`src/rtl/rr_grant_scheduler_pkg.sv`:
```
// Shared types and helpers for the round-robin grant scheduler.
package rr_sched_pkg;

  localparam int MAX_N  = 8;
  localparam int MAX_IW = 3;

  typedef enum logic {IDLE = 1'b0, GRANT = 1'b1} state_e;

  // Reference search: first set bit of req starting at ptr, wrapping modulo n.
  function automatic logic [MAX_IW-1:0] next_owner(input logic [MAX_N-1:0] req,
                                                   input logic [MAX_IW-1:0] ptr,
                                                   input int n);
    logic [MAX_IW-1:0] res;
    int j;
    res = '0;
    for (int k = n - 1; k >= 0; k--) begin
      j = (int'(ptr) + k) % n;
      if (req[j]) res = MAX_IW'(j);
    end
    return res;
  endfunction

  function automatic logic [MAX_N-1:0] onehot(input logic [MAX_IW-1:0] idx);
    return MAX_N'(1) << idx;
  endfunction

endpackage

```
`src/rtl/rr_grant_scheduler_if.sv`:
```
// Request/grant bundle between requesters (master) and the scheduler (slave).
interface rr_grant_scheduler_if #(
  parameter int N  = 4,
  parameter int IW = $clog2(N)
);
  logic [N-1:0]  req;
  logic          rel;
  logic [N-1:0]  gnt;
  logic [IW-1:0] gnt_id;
  logic          busy;
  logic          timeout;

  modport master (output req, rel, input gnt, gnt_id, busy, timeout);
  modport slave  (input req, rel, output gnt, gnt_id, busy, timeout);
endinterface

```
`src/rtl/rr_grant_scheduler_pick.sv`:
```
// Rotate-and-priority-encode: first requester at or after ptr, wrapping.
module rr_pick
  import rr_sched_pkg::*;
#(
  parameter int N  = 4,
  parameter int IW = $clog2(N)
) (
  input  logic [N-1:0]  req,
  input  logic [IW-1:0] ptr,
  output logic          found,
  output logic [IW-1:0] idx
);

  logic [N-1:0]  rot;
  logic [N-1:0]  low;
  logic [IW-1:0] j;

  always_comb begin
    rot = '0;
    j   = '0;
    for (int i = 0; i < N; i++) begin
      j      = IW'((int'(ptr) + i) % N);
      rot[i] = req[j];
    end
    // Isolating the lowest set bit leaves at most one match for the decode.
    low   = rot & (~rot + N'(1));
    found = |rot;
    idx   = '0;
    for (int i = 0; i < N; i++) begin
      unique0 if (low[i]) idx = IW'((int'(ptr) + i) % N);
    end
    if (found)
      assert (idx == IW'(next_owner(MAX_N'(req), MAX_IW'(ptr), N)));
  end

endmodule

```
`src/rtl/rr_grant_scheduler.sv`:
```
// Round-robin single-owner scheduler with release strobe and hold timeout.
module rr_grant_scheduler
  import rr_sched_pkg::*;
#(
  parameter int N        = 4,
  parameter int MAX_HOLD = 16,
  parameter int IW       = $clog2(N)
) (
  input  logic clk,
  input  logic rst,
  rr_grant_scheduler_if.slave bus
);

  localparam int HW = $clog2(MAX_HOLD);

  state_e        state_q;
  logic [N-1:0]  gnt_q;
  logic [IW-1:0] gnt_id_q;
  logic [IW-1:0] ptr_q;
  logic [HW-1:0] hold_q;
  logic          timeout_q;

  logic          pick_found;
  logic [IW-1:0] pick_idx;
  logic [IW-1:0] ptr_d;

  rr_pick #(.N(N), .IW(IW)) u_pick (
    .req   (bus.req),
    .ptr   (ptr_q),
    .found (pick_found),
    .idx   (pick_idx)
  );

  assign ptr_d = (gnt_id_q == IW'(N - 1)) ? '0 : gnt_id_q + IW'(1);

  always_ff @(posedge clk) begin
    if (rst) begin
      state_q   <= IDLE;
      gnt_q     <= '0;
      gnt_id_q  <= '0;
      ptr_q     <= '0;
      hold_q    <= '0;
      timeout_q <= 1'b0;
    end else begin
      timeout_q <= 1'b0;
      case (state_q)
        IDLE: begin
          if (pick_found) begin
            state_q  <= GRANT;
            gnt_q    <= N'(onehot(MAX_IW'(pick_idx)));
            gnt_id_q <= pick_idx;
            hold_q   <= '0;
          end
        end
        GRANT: begin
          // Owner release beats the hold limit, so a coincident rel never pulses timeout.
          if (bus.rel || !bus.req[gnt_id_q] || hold_q == HW'(MAX_HOLD - 1)) begin
            state_q   <= IDLE;
            gnt_q     <= '0;
            gnt_id_q  <= '0;
            ptr_q     <= ptr_d;
            hold_q    <= '0;
            timeout_q <= !(bus.rel || !bus.req[gnt_id_q]);
          end else begin
            hold_q <= hold_q + HW'(1);
          end
        end
        default: state_q <= IDLE;
      endcase
    end
  end

  always @(posedge clk) begin
    if (!rst) assert ($countones(gnt_q) <= 1);
  end

  assign bus.gnt     = gnt_q;
  assign bus.gnt_id  = gnt_id_q;
  assign bus.busy    = |gnt_q;
  assign bus.timeout = timeout_q;

endmodule

```
`src/flat_wrapper.sv`:
```
// flat-port wrapper written by rule: the top's interface ports become plain ports
module rr_grant_scheduler_flat import rr_sched_pkg::*;
#(
  parameter int N        = 4,
  parameter int MAX_HOLD = 16,
  parameter int IW       = $clog2(N)
)
  (clk, rst, bus_req, bus_rel, bus_gnt, bus_gnt_id, bus_busy, bus_timeout);
  rr_grant_scheduler_if #(.N(N), .IW(IW)) bus_i ();
  input  logic clk;
  input  logic rst;
  input wire logic [$bits(bus_i.req)-1:0] bus_req;
  input wire logic [$bits(bus_i.rel)-1:0] bus_rel;
  output wire logic [$bits(bus_i.gnt)-1:0] bus_gnt;
  output wire logic [$bits(bus_i.gnt_id)-1:0] bus_gnt_id;
  output wire logic [$bits(bus_i.busy)-1:0] bus_busy;
  output wire logic [$bits(bus_i.timeout)-1:0] bus_timeout;
  assign bus_i.req = bus_req;
  assign bus_i.rel = bus_rel;
  assign bus_gnt = bus_i.gnt;
  assign bus_gnt_id = bus_i.gnt_id;
  assign bus_busy = bus_i.busy;
  assign bus_timeout = bus_i.timeout;
  rr_grant_scheduler #(.N(N), .MAX_HOLD(MAX_HOLD), .IW(IW)) u_core (.clk(clk), .rst(rst), .bus(bus_i));
endmodule
```
`config.mk`:
```
export PLATFORM = sky130hd
export DESIGN_NAME = rr_grant_scheduler_flat
export DESIGN_NICKNAME = d
export VERILOG_FILES = /design/src/rtl/rr_grant_scheduler_pkg.sv /design/src/rtl/rr_grant_scheduler_if.sv /design/src/rtl/rr_grant_scheduler_pick.sv /design/src/rtl/rr_grant_scheduler.sv /design/src/flat_wrapper.sv
export SDC_FILE = /design/constraint.sdc
export NUM_CORES = 1
export LEC_CHECK = 0
export ABC_AREA = 1
export BUFFER_PORTS_ARGS = -buffer_cell sky130_fd_sc_hd__buf_4
export CORE_MARGIN = 3
export CORE_UTILIZATION = 30
export DETAILED_ROUTE_END_ITERATION = 10
export GPL_TIMING_DRIVEN = 0
export PLACE_DENSITY = 0.51
export SYNTH_ARGS = -nofsm -noshare
export SYNTH_HDL_FRONTEND = slang
export SYNTH_SLANG_ARGS = --single-unit
```
`constraint.sdc`:
```
create_clock -name clk -period 4.3 [get_ports clk]
set_clock_uncertainty 0.05 [all_clocks]
set_input_delay 0.86 -clock clk [delete_from_list [all_inputs] [get_ports clk]]
set_output_delay 0.86 -clock clk [all_outputs]
set_load 0.05 [all_outputs]
```
Word-level counts from Yosys, hierarchy flattened:

Index checks and enable logic that the tools add are counted.

* add/sub/neg operators: 6
* order comparisons: 5
* equal/unequal tests: 4
* shift-type cells: 1
* muxes and demuxes: 27
* bitwise gates (word level): 4
* reductions and logical operators: 9

Operators by type and width (number)
* two-way mux 4 bit: 4
* case mux 4 bit (2 select lines): 2
* less-than comparator 2 x 3 -> 1 bit, second input constant: 5
* two-way mux 2 bit: 7
* binary-select mux 1 bit (select 2 bit): 5
* adder 4 x 1 -> 4 bit, second input constant: 2
* OR reduction 4 bit: 2
* two-way mux 1 bit: 7
* adder 2 x 1 -> 2 bit, second input constant: 2
* adder 2 bit, second input constant: 2
* AND 4 bit: 1
* == test 4 bit, second input constant: 1
* NOT 4 bit: 1
* case mux 2 bit (2 select lines): 1
* AND reduction 2 bit: 2
* << shifter 1 x 2 -> 4 bit, first input constant: 1
* OR reduction 3 bit: 1
* == test 2 bit, second input constant: 1
* zero test 1 bit: 2
* logical OR 1 bit: 2
* != test 2 x 1 -> 1 bit, second input constant: 1
* != test 2 bit, second input constant: 1
* NOT 1 bit: 2
* case mux 1 bit (2 select lines): 1

* register bits after elaboration: 14
* input port bits: 7
* output and inout bits: 8
* logic and storage cells: 62

Depth between registers and ports, before layout:

Gate-level depths: netlist of run 1.

* depth in word-level cells: 13
* mapped depth: 12
* depth with buffers taken out: 12

Hierarchy:

Synthesis of run 1 repeated with hierarchy kept, for this count alone.

* cells, all modules: 161
* area, all modules: 997.2 sq um

Modules (own cells, without submodules)
* rr_grant_scheduler: instances 1, cells each 100, area an instance 724.4 sq um, seq. area each 280.3 sq um
* rr_pick: instances 1, cells each 61, area an instance 272.8 sq um, seq. area each 0.0 sq um

Worst setup path after synthesis of run 1:

OpenSTA, ideal clock, no wires.

* kind: reg2out
* from: reg u_core.gnt_q[1], in the netlist u_core.bus.gnt[1]
* to: out bus_busy
* arrival time: 1.137 ns
* data required time: 3.390 ns
* slack: 2.253 ns
* cell stages (with the launch flop): 3
* path buffers: 0
* path through: dfxtp_1 > inv_1 > nand3_1

* cells in the longest elaborated chain, start to end: 1

Ends and longest elaborated chain
* start, declared: line rr_grant_scheduler.sv:17 `logic [N-1:0] gnt_q;`
* start signal, assigned: line rr_grant_scheduler.sv:50 `gnt_q <= N'(onehot(MAX_IW'(pick_idx)));`
* OR reduction 4 bit: line rr_grant_scheduler.sv:79 `assign bus.busy = |gnt_q;`
* end, declared: line flat_wrapper.sv:16 `output wire logic [$bits(bus_i.busy)-1:0] bus_busy;`

No other way between the ends.

Final worst setup path of run 1:

* from: reg u_core.gnt_id_q[0], in the netlist u_core.bus.gnt_id[0]
* to: out bus_gnt_id[0]

RTL lines
* start, declared: line rr_grant_scheduler.sv:18 `logic [IW-1:0] gnt_id_q;`
* start signal, assigned: line rr_grant_scheduler.sv:51 `gnt_id_q <= pick_idx;`
* end, declared: line flat_wrapper.sv:15 `output wire logic [$bits(bus_i.gnt_id)-1:0] bus_gnt_id;`

No word-level cell between the ends.

==> results.json, run 1 <==
{
  "maxSlewViolCount": 0,
  "critPathBufInv": 1,
  "slowest_delay_ns": 0.49,
  "finalHoldViolations": 0,
  "start_kind": "flop",
  "worstMarginPinSlew_ns": 0.500,
  "yosys-top-cells-area": "dfxtp_1 28%, nand2_1 15%, nand2_4 7.8%",
  "root_buffer": "clkbuf_4",
  "synth_edf_count": 0,
  "postCtsSetupRepairBufs": 0,
  "synth_ff_type": "dfxtp_1",
  "crit_slowest_cell": "dfxtp_1",
  "synth_top_area_frac": 0.279,
  "grt_use_total": 0.112,
  "path_delay_family": "flip-flops",
  "syn_nets": 155,
  "regToRegEndpoint": "u_core.bus.gnt[1]$_SDFFE_PP0P_",
  "vias": 912,
  "clk_pin_slew_worst_paths_ns": 0.09,
  "cts_buffers": 3,
  "syn2layout_area_growth_pct": 18.8,
  "nets": 173,
  "cts_sinks": 14,
  "peakVddDrop_mv": 0.267,
  "globalRouteMet3Util": 0.0211,
  "syn_inst": 146,
  "firstDrtPassIters": 5,
  "yosysSeqAreaShare": 0.279,
  "grt_first_pass_wirelength_um": 3680,
  "worstHoldPathCells": 1,
  "wl_per_cell_um": 9.70,
  "cp_cell_sequence": "buf_4",
  "fin_crit_sh": 0.451,
  "async_flop_share": 0,
  "pwr_density_cell_nw_per_um2": 678,
  "layout-drive-gt1-share": 0.294,
  "ff2ff_path_depth": 11,
  "ys_top_cells_by_count": "40 x nand2_1, 16 x nor2_1, 14 x dfxtp_1",
  "yosysMostFrequentCell": "nand2_1",
  "setup_viol": 0,
  "core_sq_um": 3130,
  "required_ns": 3.39,
  "cts_hold_buf": 0,
  "maxCapViolCount": 0,
  "hp-start": "u_core.hold_q[0]$_SDFFE_PP0P_",
  "setup_tns_ns": 0,
  "regToRegStartpoint": "u_core.ptr_q[1]$_SDFFE_PP0P_",
  "p_total_uw": 810,
  "dp_cells": 203,
  "yosys_warnings": 0,
  "syn_area_sq_um": 1010,
  "antenna_found_initial": 0,
  "p_leak_uw": 0.000563,
  "rsz0062_at_grt": "false",
  "h-tree-depth": 1,
  "hold_end": "u_core.hold_q[0]$_SDFFE_PP0P_",
  "grt_max_degree": 11,
  "gr-total-overflow": 0,
  "p_int_uw": 381,
  "start_util": 0.322,
  "cp_max_fo": 8,
  "end_kind": "output pin",
  "ys_types": 26,
  "cts_resized": 0,
  "antenna_cells": 0,
  "grtUsageMet1": 0.143,
  "yosysTopAreaCell": "dfxtp_1",
  "io_buffers": 13,
  "clockBufferDepth": 2,
  "grt_busiest_layer": "met2",
  "place.gp.congestion": 0.717,
  "met2_usage": 0.182,
  "drt-total-wl_um": 2010,
  "cts_tree": "built",
  "syn_avg_cell_area_sq_um": 6.89,
  "rrSetupSlack_ns": 2.74,
  "min_period_ns": 1.94,
  "p_sw_uw": 429,
  "status": "finished, final reports clean",
  "fmax_mhz": 516,
  "drtIter0Drc": 28,
  "die_y_um": 63.9,
  "comb_power_share": 0.644,
  "die_x_um": 63.9,
  "worstPathArrival_ns": 1.03,
  "rows": 20,
  "dp_hpwl_um": 1660,
  "clk_latency_ns": 0.28,
  "drc": 0,
  "crit_type": "flop to output pin",
  "grt_pass1_vias": 887,
  "hp-class": "flop to flop",
  "viasPerCell": 4.41,
  "relSlewSlack": 0.667,
  "die_area_sq_um": 4080,
  "switching_share": 0.529,
  "ios": 15,
  "clkPwrFrac": 0.116,
  "ant_nets": 0,
  "synth_seq_cells": 14,
  "layout.cells.non_filler": 207,
  "p_seq_frac": 0.241
}
==> final cells by class <==
cell class / count / area (sq um)
Timing Repair Buffer: 13 / 97.6
Tap cell: 44 / 55.1
Clock buffer: 4 / 36.3
Inverter: 14 / 55.1
Multi-Input combinational cell: 116 / 656
Fill cell: 344 / 1930
Sequential cell: 14 / 280
Buffer: 2 / 15.0
==> per-layer routing <==
layer	vias up	wire length (um)
met3	2	64
li1	499	-
met4	0	19
met2	12	948
met5	-	0
met1	399	976
==> placed cells by master (no fill, tap or decap) <==
| master | count |
|---|---|
| clkbuf_4 | 3 |
| nand3_1 | 11 |
| nor2_4 | 2 |
| o21ai_0 | 3 |
| nand3b_1 | 2 |
| nand2_2 | 10 |
| nor2_1 | 16 |
| a21oi_2 | 3 |
| o211ai_1 | 1 |
| nand3_2 | 3 |
| nand4_1 | 1 |
| clkbuf_8 | 1 |
| o21ai_2 | 1 |
| o31ai_1 | 1 |
| clkbuf_1 | 1 |
| nand2_4 | 7 |
| buf_4 | 13 |
| inv_4 | 1 |
| buf_6 | 1 |
| and2_1 | 1 |
| nor3_1 | 1 |
| nand2_1 | 40 |
| inv_1 | 11 |
| xnor2_1 | 1 |
| dfxtp_1 | 14 |
| ha_1 | 2 |
| inv_2 | 2 |
| nor2_8 | 1 |
| a21oi_1 | 9 |
==> registers in the layout, summed over array words and instances (netlist names) <==
name / count
u_core.ptr_q: 2
u_core.bus.gnt: 4
u_core.hold_q: 4
u_core.bus.gnt_id: 2
u_core.state_q: 1
u_core.bus.timeout: 1
==> power by group through the flow <==
| stage | clock (uW) | combinational [uW] | sequential, uW |
|---|---|---|---|
| after floorplan | 0 | 355 | 262 |
| after global routing | 103 | 581 | 200 |
| final | 93.7 | 521 | 195 |
| after global placement | 0 | 522 | 197 |
| after detailed placement | 0 | 525 | 198 |
| after CTS | 97.0 | 527 | 195 |
==> worst max path at each step <==
stage	from	end	slack [ns]	cells past startpoint
6_report	u_core.bus.gnt_id[0]$_SDFFE_PP0P_	bus_gnt_id[0]	2.36	1
5_1_grt	bus_req[1]	u_core.bus.gnt[1]$_SDFFE_PP0P_	2.27	11
4_1_cts	u_core.bus.gnt_id[0]$_SDFFE_PP0P_	bus_gnt_id[0]	2.35	1
3_5_place_dp	bus_req[3]	u_core.bus.gnt[3]$_SDFFE_PP0P_	2.15	12
3_3_place_gp	bus_req[3]	u_core.bus.gnt[1]$_SDFFE_PP0P_	2.15	11
2_1_floorplan	u_core.bus.gnt[1]$_SDFFE_PP0P_	bus_busy	2.25	2
==> per-stage QoR <==
step | cell area (sq um) | setup slack [ns] | hold slack (ns) | utilization
detailed placement | 1160 | 2.15 | 0.427 | 0.370
global route | 1190 | 2.27 | 0.474 | 0.382
floorplan | 1010 | 2.25 | 0.398 | -
global placement | 1160 | 2.15 | 0.417 | 0.370
finish | 1190 | 2.36 | 0.439 | 0.382
CTS | 1190 | 2.35 | 0.441 | 0.382
==> cells by family after synthesis <==
| family | Yosys count | synth area share |
|---|---|---|
| AOI/OAI and AO/OA | 18 | 0.109 |
| buffers and inverters | 16 | 0.0697 |
| and+or+nand+nor | 95 | 0.509 |
| DFF | 14 | 0.279 |
| xor gates and xnor gates | 1 | 0.00871 |
| adders and majority gates | 2 | 0.0249 |
Power figures use the tool's default switching activity.
==> run 2: changes to the inputs <==
- PLACE_DENSITY: 0.51 -> 0.53
- clock period: 4.3 -> 1.7 ns (I/O delays scaled with it)
==> results.json, run 2 (synthesis gave the netlist of run 1 again) <==
{
  "status": "finished, final reports clean",
  "clkPwrFrac": 0.092,
  "whs_ns": 0.261,
  "drc": 0,
  "nets": 173,
  "start_kind": "flop",
  "dp_hpwl_um": 1640,
  "p_sw_uw": 1070,
  "ff2ff_path_depth": 11,
  "hp-start": "bus_rel",
  "antenna_found_initial": 0,
  "rows": 20,
  "p_seq_frac": 0.249,
  "setup_viol": 0,
  "cts_tree": "built",
  "clk_latency_ns": 0.27,
  "place.gp.congestion": 0.721,
  "maxSlewViolCount": 0,
  "worstPathArrival_ns": 1.68,
  "grt_pass1_vias": 850,
  "drt-total-wl_um": 1950,
  "cp_max_fo": 8,
  "nFillCells": 336,
  "fin_crit_sh": 0.897,
  "pwr_density_cell_nw_per_um2": 1680,
  "p_int_uw": 923,
  "layout_commonest_cell": "nand2_1",
  "vias": 890,
  "ant_nets": 0,
  "cts_resized": 0,
  "multi_input_area_sq_um": 658,
  "die_area_sq_um": 4080,
  "hp-class": "input pin to flop",
  "wl_per_cell_um": 9.46,
  "grt_use_total": 0.106,
  "cts_hold_buf": 0,
  "layout-drive-gt1-share": 0.315,
  "postCtsSetupRepairBufs": 0,
  "grt_first_pass_wirelength_um": 3550,
  "p_leak_uw": 0.000557,
  "end_kind": "flop",
  "hold_end": "u_core.bus.timeout$_SDFF_PP0_",
  "maxCapViolCount": 0,
  "slowest_delay_ns": 0.34,
  "seq_area_sq_um": 284,
  "worstHoldPathCells": 4,
  "cp_common_cell": "nand2_4",
  "die_y_um": 63.9,
  "cp_cell_sequence": "inv_2 > nand2_1 > nand3_1 > nand2_4 > nor2_8 > nand2_4 > nand2_4 > nand2_4 > inv_4 > nand2_1 > a21oi_2",
  "firstDrtPassIters": 4,
  "core_sq_um": 3130,
  "regToRegStartpoint": "u_core.ptr_q[0]$_SDFFE_PP0P_",
  "crit_type": "flop to flop",
  "cts_sinks": 14,
  "fmax_mhz": 656,
  "required_ns": 1.86,
  "drtIter0Drc": 19,
  "post-route-util": 0.380,
  "clockBufferDepth": 2,
  "fin_area_sq_um": 1190,
  "rrSetupSlack_ns": 0.17,
  "syn2layout_area_growth_pct": 18.0,
  "crit_slowest_cell": "dfxtp_2",
  "setup_tns_ns": 0,
  "start_util": 0.322,
  "layout.cells.non_filler": 206,
  "regToRegEndpoint": "u_core.bus.gnt_id[1]$_SDFFE_PP0P_",
  "viasPerCell": 4.32,
  "die_x_um": 63.9,
  "min_period_ns": 1.53,
  "relSlewSlack": 0.659,
  "gr-total-overflow": 0,
  "grt_max_degree": 11,
  "antenna_cells": 0,
  "dpl_cell_area_sq_um": 1160,
  "rsz0062_at_grt": "false",
  "h-tree-depth": 1,
  "mostFrequentLayoutCells": "39 x nand2_1, 16 x nor2_1, 13 x buf_4",
  "comb_power_share": 0.659,
  "ios": 15,
  "finalHoldViolations": 0,
  "io_buffers": 13,
  "worstMarginPinSlew_ns": 0.511,
  "peakVddDrop_mv": 0.509,
  "root_buffer": "clkbuf_4",
  "switching_share": 0.538,
  "dp_cells": 203,
  "clk_pin_slew_worst_paths_ns": 0.08,
  "cts_buffers": 3
}
-- run 2: changes by cell type in the layout (fill, tap and decap cells not counted), sizes merged --
| cell | delta |
|---|---|
| clkbuf | -1 |
-- run 2: layout make-up --
class / count / area share
tap: 44 / 0.0464
clock buffer: 3 / 0.0190
multi-input combinational: 116 / 0.554
inverter: 14 / 0.0464
timing repair buffer: 13 / 0.0822
buffer: 2 / 0.0126
sequential: 14 / 0.239
-- run 2: routing by layer --
metal / global-route usage / vias to the layer above / part of all wire / routed length (um)
met4: 0.0323 / 0 / 0 / 0
met5: 0 / - / 0 / 0
met1: 0.133 / 389 / 0.48 / 937
met3: 0.0211 / 0 / 0.013 / 25
met2: 0.182 / 3 / 0.51 / 986
li1: - / 498 / - / -
-- run 2: critical path: cells and delay by family (launching register included) --
family	cells	cell delay, ns
simple gates	8	0.75
flops	1	0.34
buf+inv	2	0.20
compound gates	1	0.11
-- run 2: power by group through the flow --
| stage | registers, uW | logic (uW) | clock network [uW] |
|---|---|---|---|
| after CTS | 495 | 1330 | 192 |
| final | 497 | 1320 | 183 |
| after global placement | 502 | 1320 | 0 |
| after detailed placement | 502 | 1330 | 0 |
| after floorplan | 665 | 898 | 0 |
| after global routing | 515 | 1450 | 205 |
-- run 2: worst max-delay path by stage --
stage,start,endpoint
finish,u_core.ptr_q[0]$_SDFFE_PP0P_,u_core.bus.gnt_id[1]$_SDFFE_PP0P_
global route,u_core.bus.gnt_id[0]$_SDFFE_PP0P_,u_core.hold_q[2]$_SDFFE_PP0P_
CTS,u_core.ptr_q[0]$_SDFFE_PP0P_,u_core.bus.gnt[3]$_SDFFE_PP0P_
floorplan,u_core.bus.gnt_id[1]$_SDFFE_PP0P_,u_core.bus.gnt[0]$_SDFFE_PP0P_
global placement,bus_req[3],u_core.bus.gnt[1]$_SDFFE_PP0P_
detailed placement,bus_req[3],u_core.bus.gnt[3]$_SDFFE_PP0P_
-- run 2: metrics by stage --
step / setup slack, ns / total power (uW)
6_report: 0.175 / 2000
5_1_grt: 0.00791 / 2170
4_1_cts: 0.141 / 2010
3_5_place_dp: 0.0762 / 1830
3_3_place_gp: 0.0794 / 1820
2_1_floorplan: 0.0737 / 1560
==> run 3: changes to the inputs <==
- RECOVER_POWER: default -> 50
==> results.json, run 3 (synthesis gave the netlist of run 1 again) <==
{
  "status": "finished, final reports clean",
  "clk_pin_slew_worst_paths_ns": 0.08,
  "io_buffers": 13,
  "fmax_mhz": 657,
  "core_sq_um": 3130,
  "required_ns": 1.86,
  "worstPathArrival_ns": 1.68,
  "cp_max_fo": 8,
  "drtIter0Drc": 19,
  "cts_buffers": 3,
  "relSlewSlack": 0.603,
  "pwr_density_cell_nw_per_um2": 1670,
  "drt-total-wl_um": 1940,
  "cts_sinks": 14,
  "nFillCells": 344,
  "peakVddDrop_mv": 0.508,
  "dp_hpwl_um": 1640,
  "end_kind": "flop",
  "grt_first_pass_wirelength_um": 3550,
  "rsz0062_at_grt": "false",
  "postCtsSetupRepairBufs": 0,
  "syn2layout_area_growth_pct": 15.7,
  "antenna_found_initial": 0,
  "cts_tree": "built",
  "slowest_delay_ns": 0.34,
  "finalHoldViolations": 0,
  "root_buffer": "clkbuf_4",
  "layout.cells.non_filler": 206,
  "crit_slowest_cell": "dfxtp_2",
  "multi_input_area_sq_um": 658,
  "die_area_sq_um": 4080,
  "layout_commonest_cell": "nand2_1",
  "cp_common_cell": "nand2_4",
  "rows": 20,
  "start_util": 0.322,
  "crit_type": "flop to flop",
  "path_delay_family": "simple AND/OR/NAND/NOR gates",
  "mostFrequentLayoutCells": "39 x nand2_1, 16 x nor2_1",
  "drc": 0,
  "h-tree-depth": 1,
  "wl_per_cell_um": 9.42,
  "min_period_ns": 1.52,
  "setup_viol": 0,
  "setup_tns_ns": 0,
  "post-route-util": 0.372,
  "cp_cell_sequence": "inv_2 > nand2_1 > nand3_1 > nand2_4 > nor2_8 > nand2_4 > nand2_4 > nand2_4 > inv_4 > nand2_2 > a21oi_2",
  "worstMarginPinSlew_ns": 0.598,
  "clk_latency_ns": 0.27,
  "ios": 15,
  "ant_nets": 0,
  "clockBufferDepth": 2,
  "grt_pass1_vias": 850,
  "maxCapViolCount": 0,
  "start_kind": "flop",
  "gr-total-overflow": 0,
  "nets": 173,
  "firstDrtPassIters": 4,
  "fin_crit_sh": 0.896,
  "grt_max_degree": 11,
  "hp-class": "input pin to flop",
  "die_x_um": 63.9,
  "preCtsSetupSlack_ns": 0.0762,
  "die_y_um": 63.9,
  "p_leak_uw": 0.000540,
  "fin_ws_ns": 0.177,
  "maxSlewViolCount": 0,
  "critPathBufInv": 2,
  "antenna_cells": 0,
  "dp_cells": 203,
  "viasPerCell": 4.33,
  "vias": 892,
  "seq_area_sq_um": 284,
  "layout-drive-gt1-share": 0.296,
  "place.gp.congestion": 0.721,
  "grt_use_total": 0.106
}
-- run 3: metal layers --
layer  global-route usage  routed length, um  vias up
met4               0.0323                  0        0
li1                     -                  -      499
met2                0.182                989        3
met3               0.0211                 25        0
met1                0.133                924      390
met5                    0                  0        -
-- run 3: final cells by class --
cell class / instances / share of cell area
timing repair buffer: 13 / 0.0634
inverter: 14 / 0.0473
tap: 44 / 0.0473
sequential: 14 / 0.244
multi-input combinational: 116 / 0.566
buffer: 2 / 0.0129
clock buffer: 3 / 0.0194
-- run 3: timing repair --
action	4_1_cts	5_1_grt
hold buffers	0	0
gates resized for setup	0	3
endpoints found under the setup margin	0	2
-- run 3: path summary, 6_finish.rpt --
kind / slack (ns) / startpoint / endpoint / cells past startpoint
worst max-delay path: 0.18 / u_core.ptr_q[0]$_SDFFE_PP0P_ / u_core.bus.gnt[0]$_SDFFE_PP0P_ / 11
worst min-delay path: 0.26 / bus_rel / u_core.bus.timeout$_SDFF_PP0_ / 4
worst max register to register: 0.18 / u_core.ptr_q[0]$_SDFFE_PP0P_ / u_core.bus.gnt[0]$_SDFFE_PP0P_ / 11
worst min register to register: 0.43 / u_core.hold_q[1]$_SDFFE_PP0P_ / u_core.hold_q[1]$_SDFFE_PP0P_ / 2
-- run 3: metrics by stage --
step           instance area [sq um]  hold WS [ns]  total power [uW]
2_1_floorplan                   1010         0.398              1560
3_3_place_gp                    1160         0.416              1820
3_5_place_dp                    1160         0.428              1830
4_1_cts                         1180         0.255              2010
5_1_grt                         1160         0.303              2130
6_report                        1160         0.261              1940
-- run 3: tightest hold or removal path: stages --
cell,delay (ns)
buf_4,0.08
inv_1,0.04
nand2_1,0.05
nor2_1,0.04
-- run 3: power breakdown --
group          switching, uW  internal [uW]
registers               85.2            411
logic                    886            380
clock network            101           82.0
